## src/rtl/sched_mux_rr.sv

```systemverilog
// N-channel scheduling multiplexer: fixed-select, fixed-priority or round-robin
// arbitration feeding a single registered output stage with backpressure.
module sched_mux_rr #(
  parameter int N_CH  = 4,
  parameter int W     = 8,
  parameter int SEL_W = 2
) (
  input  logic                clk,
  input  logic                rst,
  input  logic [N_CH*W-1:0]   in_data,
  input  logic [N_CH-1:0]     in_valid,
  output logic [N_CH-1:0]     in_ready,
  input  logic [1:0]          mode,
  input  logic [SEL_W-1:0]    sel,
  output logic [W-1:0]        out_data,
  output logic                out_valid,
  input  logic                out_ready,
  output logic [SEL_W-1:0]    out_ch
);

  // Handshake: a word moves on any edge where valid & ready are both high.
  // in_ready is a function of in_valid (grant), never the reverse, so sources
  // must hold in_valid independent of in_ready to avoid combinational loops.

  localparam logic [SEL_W-1:0] LAST_INIT = SEL_W'(N_CH - 1);

  logic [SEL_W-1:0] last;
  logic             load_en;
  logic             grant_valid;
  logic [SEL_W-1:0] grant_idx;
  logic [W-1:0]     grant_data;
  logic             transfer;

  assign load_en  = ~out_valid | out_ready;
  assign transfer = grant_valid & load_en & ~rst;

  always_comb begin
    int idx;
    grant_valid = 1'b0;
    grant_idx   = '0;
    idx         = 0;
    case (mode)
      2'b00: begin
        for (int i = 0; i < N_CH; i++) begin
          if (int'(sel) == i && in_valid[i]) begin
            grant_valid = 1'b1;
            grant_idx   = i[SEL_W-1:0];
          end
        end
      end
      2'b10: begin
        // Walk the search order backwards so the nearest channel after 'last' wins.
        for (int k = N_CH; k >= 1; k--) begin
          idx = (int'(last) + k) % N_CH;
          if (in_valid[idx]) begin
            grant_valid = 1'b1;
            grant_idx   = idx[SEL_W-1:0];
          end
        end
      end
      default: begin
        for (int i = N_CH - 1; i >= 0; i--) begin
          if (in_valid[i]) begin
            grant_valid = 1'b1;
            grant_idx   = i[SEL_W-1:0];
          end
        end
      end
    endcase
  end

  always_comb begin
    grant_data = '0;
    in_ready   = '0;
    for (int i = 0; i < N_CH; i++) begin
      if (grant_idx == i[SEL_W-1:0]) begin
        grant_data  = in_data[i*W +: W];
        in_ready[i] = transfer;
      end
    end
  end

  always_ff @(posedge clk) begin
    if (rst) begin
      out_valid <= 1'b0;
      out_data  <= '0;
      out_ch    <= '0;
      last      <= LAST_INIT;
    end else if (transfer) begin
      out_valid <= 1'b1;
      out_data  <= grant_data;
      out_ch    <= grant_idx;
      if (mode == 2'b10) begin
        last <= grant_idx;
      end
    end else if (out_ready) begin
      out_valid <= 1'b0;
    end
  end

endmodule

```

## config.mk

```make
export PLATFORM = sky130hd
export DESIGN_NAME = sched_mux_rr
export DESIGN_NICKNAME = d
export VERILOG_FILES = /design/src/rtl/sched_mux_rr.sv
export SDC_FILE = /design/constraint.sdc
export NUM_CORES = 1
export LEC_CHECK = 0
export CORE_MARGIN = 1.5
export CORE_UTILIZATION = 33
export CTS_CLUSTER_DIAMETER = 200
export CTS_CLUSTER_SIZE = 24
export DETAILED_ROUTE_END_ITERATION = 8
export PLACE_DENSITY = 0.72
export SYNTH_ARGS = -nofsm -noshare
export SYNTH_HDL_FRONTEND = slang
export SYNTH_SLANG_ARGS = --single-unit
export TNS_END_PERCENT = 30
```

## constraint.sdc

```tcl
create_clock -name clk -period 2.1 [get_ports clk]
set_input_delay 0.525 -clock clk [delete_from_list [all_inputs] [get_ports clk]]
set_output_delay 0.525 -clock clk [all_outputs]
set_load 0.1 [all_outputs]
```

==> run_results.csv <==
group,metric,value,unit
status,status,"finished, violations left",
status,failed_checks,"negative setup slack",
place,gp_congestion,0.827,
clock_network,clk_latency,0.28,ns
worst_setup_path,startpoint_type,"input pin",
drt,wl,3340,um
clock_network,root_buffer,"clkbuf_4",
worst_setup_path,endpoint_kind,"output port",
worst_setup_path,rr_endpoint,"out_data[3]",
layout,drive_above_1_share,47.4,%
layout,area_growth,99.0,%
worst_setup_path,path_cells,"buf_8, mux4_2, and2_4, o211ai_4, nor2_4, nand2b_4, clkinvlp_4, buf_12",
timing,slew_headroom,76.5,%
clock_network,cts_tree,"done",
timing,maxSlewViolCount,0,
drt,drcViolationCount,0,
run,max_cap_violations,0,
global_route,grt_pass1_vias,1183,
worst_setup_path,arrival,1.94,ns
worst_setup_path,critPathBufInv,3,
timing,hold_viol,0,
worst_setup_path,crit_type,"input pin to output port",
floorplan,die_h,57.1,um
worst_setup_path,crit_family,"multiplexers",
worst_setup_path,reg2reg_from,"last[1]",
worst_setup_path,rrSetupSlack,0.05,ns
power_and_ir_drop,switchingPower,0.500,mW
drt,vias,1142,
place,post-place-ws,-0.854,ns
timing,max_freq,406,MHz
clock_network,cts_buffer_depth,2,
global_route,grt_max_degree,11,
floorplan,rows,19,
power_and_ir_drop,intPower,0.606,mW
layout,seqCellArea,263,um2
timing,final.min_clock_period,2.46,ns
timing,worst_clock_skew,0.00287,ns
floorplan,die_x,57.1,um
power_and_ir_drop,finalPower,1.11,mW
layout,final_nets,236,
timing,grt_setup_unrepaired,"yes",
clock_network,cts.sinks,13,
worst_setup_path,worst-path-stages,8,
clock_network,cts.clk_slew.worst_paths,0.09,ns
drt,drt_iter0_drc,17,
power_and_ir_drop,ir_drop,0.000426,V
layout,multi_input_area,743,um2
clock_network,cts-htree-levels,1,
synth,yosysSeqAreaShare,26.9,%
worst_setup_path,crit_path_start,"in_valid[3]",
layout,fillers,218,
synth,synth_area,967,um2
drt,vias_per_cell,5.12,
synth,ys.flop_type,"dfxtp_1",
drt,drt-pass1-iter-count,5,
layout,diodes,0,
synth,synth_edf_count,0,
floorplan,io-pin-count,58,
power_and_ir_drop,p_per_area,575,nW/um2
global_route,grt-ovfl-total,0,
worst_setup_path,crit_required,1.57,ns
synth,syn_nets,150,
power_and_ir_drop,p_leak,0.886,nW
place,hpwl,2620,um
synth,synth.avg_cell_area,9.04,um2
synth,ys.warnings.count,0,
floorplan,fp.dieArea,3260,um2
synth,synthCells,107,
timing,finalCritPeriodShare,117,%
global_route,track_usage,21.0,%
hold_path,worst_hold_path_type,"register to register",
drt,final_antenna_net_count,0,
timing,tightest_slew,0.352,ns
place,port_buffers,57,
global_route,grt_pass1_wl,5420,um
worst_setup_path,slowest_stage,"mux4_2",
power_and_ir_drop,p_seq_share,27.0,%
worst_setup_path,crit_path_max_fanout,6,
synth,ys_types,37,
worst_setup_path,reg2regPathDepth,9,
global_route,antenna_found_initial,0,
power_and_ir_drop,p_clk_share,14.4,%
worst_setup_path,crit_end,"in_ready[3]",
power_and_ir_drop,swShare,45.2,%
timing,setup_viol,9,
floorplan,initial_utilization,35.1,%
drt,wl_per_cell,15.0,um
synth,synth-seq-cells,13,
clock_network,cts_buffers,3,
synth,synth-async-reset-ratio,0,%
layout,final_util,69.8,%
timing,finalWorstSetupSlack,-0.363,ns
floorplan,fp.coreArea,2760,um2
power_and_ir_drop,p_comb_share,58.6,%
worst_setup_path,cpPeakStageDelay,0.46,ns
[cells in the mapped netlist (2+ instances only)]
cell type | count | area share (%)
o21ai_0 | 3 | 1.6
buf_6 | 3 | 3.5
o22ai_1 | 4 | 2.6
nand2_1 | 6 | 2.3
o21ai_1 | 8 | 4.1
nor2_1 | 10 | 3.9
nand3b_1 | 4 | 3.1
mux2_2 | 6 | 7.0
a221o_1 | 4 | 4.1
nand2b_1 | 3 | 1.9
inv_1 | 7 | 2.7
dfxtp_1 | 13 | 27
nor2b_1 | 2 | 1.3
mux2i_1 | 8 | 8.3
a211o_1 | 2 | 1.8
a21oi_1 | 3 | 1.6
[cell families after synthesis]
kind of cell	count (synthesis)	share of synthesized area, %
simple gates	34	20.2
compound gates	32	27.9
mux	15	17.6
flops	13	26.9
buf+inv	13	7.37
[metal layers]
metal	up-vias	share of wire (%)	GRT usage, %
met5	-	0	0
met2	37	53	39.1
met1	536	40	24.3
li1	565	-	-
met3	4	5.4	3.17
met4	0	0.93	7.31
[repair_timing]
item | 4_1_cts | 5_1_grt
hold buffers | 0 | 0
pin swaps | 8 | 2
resized for setup | 51 | 11
endpoints found under the setup margin | 17 | 14
setup buffers | 7 | 1
[power groups by stage]
stage / clock network (mW) / registers, mW / logic (mW)
2_1_floorplan: 0 / 0.511 / 0.182
3_3_place_gp: 0 / 0.300 / 0.594
3_5_place_dp: 0 / 0.302 / 0.604
4_1_cts: 0.164 / 0.297 / 0.634
5_1_grt: 0.179 / 0.301 / 0.676
6_report: 0.160 / 0.298 / 0.648
[state kept, by name (all words and copies together) (netlist names)]
register,flops
out_data,8
last,2
out_ch,2
out_valid,1
[worst min-delay path by stage]
stage	from	endpoint	slack [ns]	cells past startpoint
finish	out_ch[1]	out_ch[1]	0.48	1
global route	out_ch[1]	out_ch[1]	0.51	1
CTS	out_ch[1]	out_ch[1]	0.48	1
detailed placement	out_ch[1]	out_ch[1]	0.46	1
global placement	out_ch[1]	out_ch[1]	0.44	1
floorplan	last[0]	last[0]	0.53	1
[through the flow]
step                      std cells  area, um2  hold slack (ns)  setup TNS [ns]
after CTS                       222       1890            0.481           -1.51
final                           223       1920            0.483           -1.44
after detailed placement        212       1760            0.459          -11.85
after floorplan                 107       1010            0.533           -2.64
after global placement          212       1760            0.436          -10.72
after global routing            223       1920            0.506           -2.33
[worst register-to-register path: stages (launching register included)]
cell       delay, ns
dfxtp_2         0.38
o21a_1          0.19
a2111oi_4       0.09
a311oi_4        0.38
buf_4           0.18
buf_4           0.09
buf_4           0.09
mux2i_1         0.20
o22ai_1         0.08
a221o_1         0.26
[placed cells by master (no fill, tap or decap), types with 5 or more instances in the layout]
cell              n
buf_4            37
clkdlybuf4s50_1  34
dfxtp_1          11
mux2i_1           8
inv_1             6
nor2_1            6
o21ai_1           6
mux2_2            5
nand2_1           5
[cell type report]
| type | instances | area share [%] |
|---|---|---|
| repair buffers | 86 | 42.5 |
| clock buffers | 3 | 1.17 |
| well taps | 31 | 2.02 |
| multi-input cells | 81 | 38.6 |
| inverters | 8 | 1.76 |
| flip-flops and latches | 13 | 13.7 |
| clock inverters | 1 | 0.260 |
No activity file was read; power rests on OpenSTA's default activity.
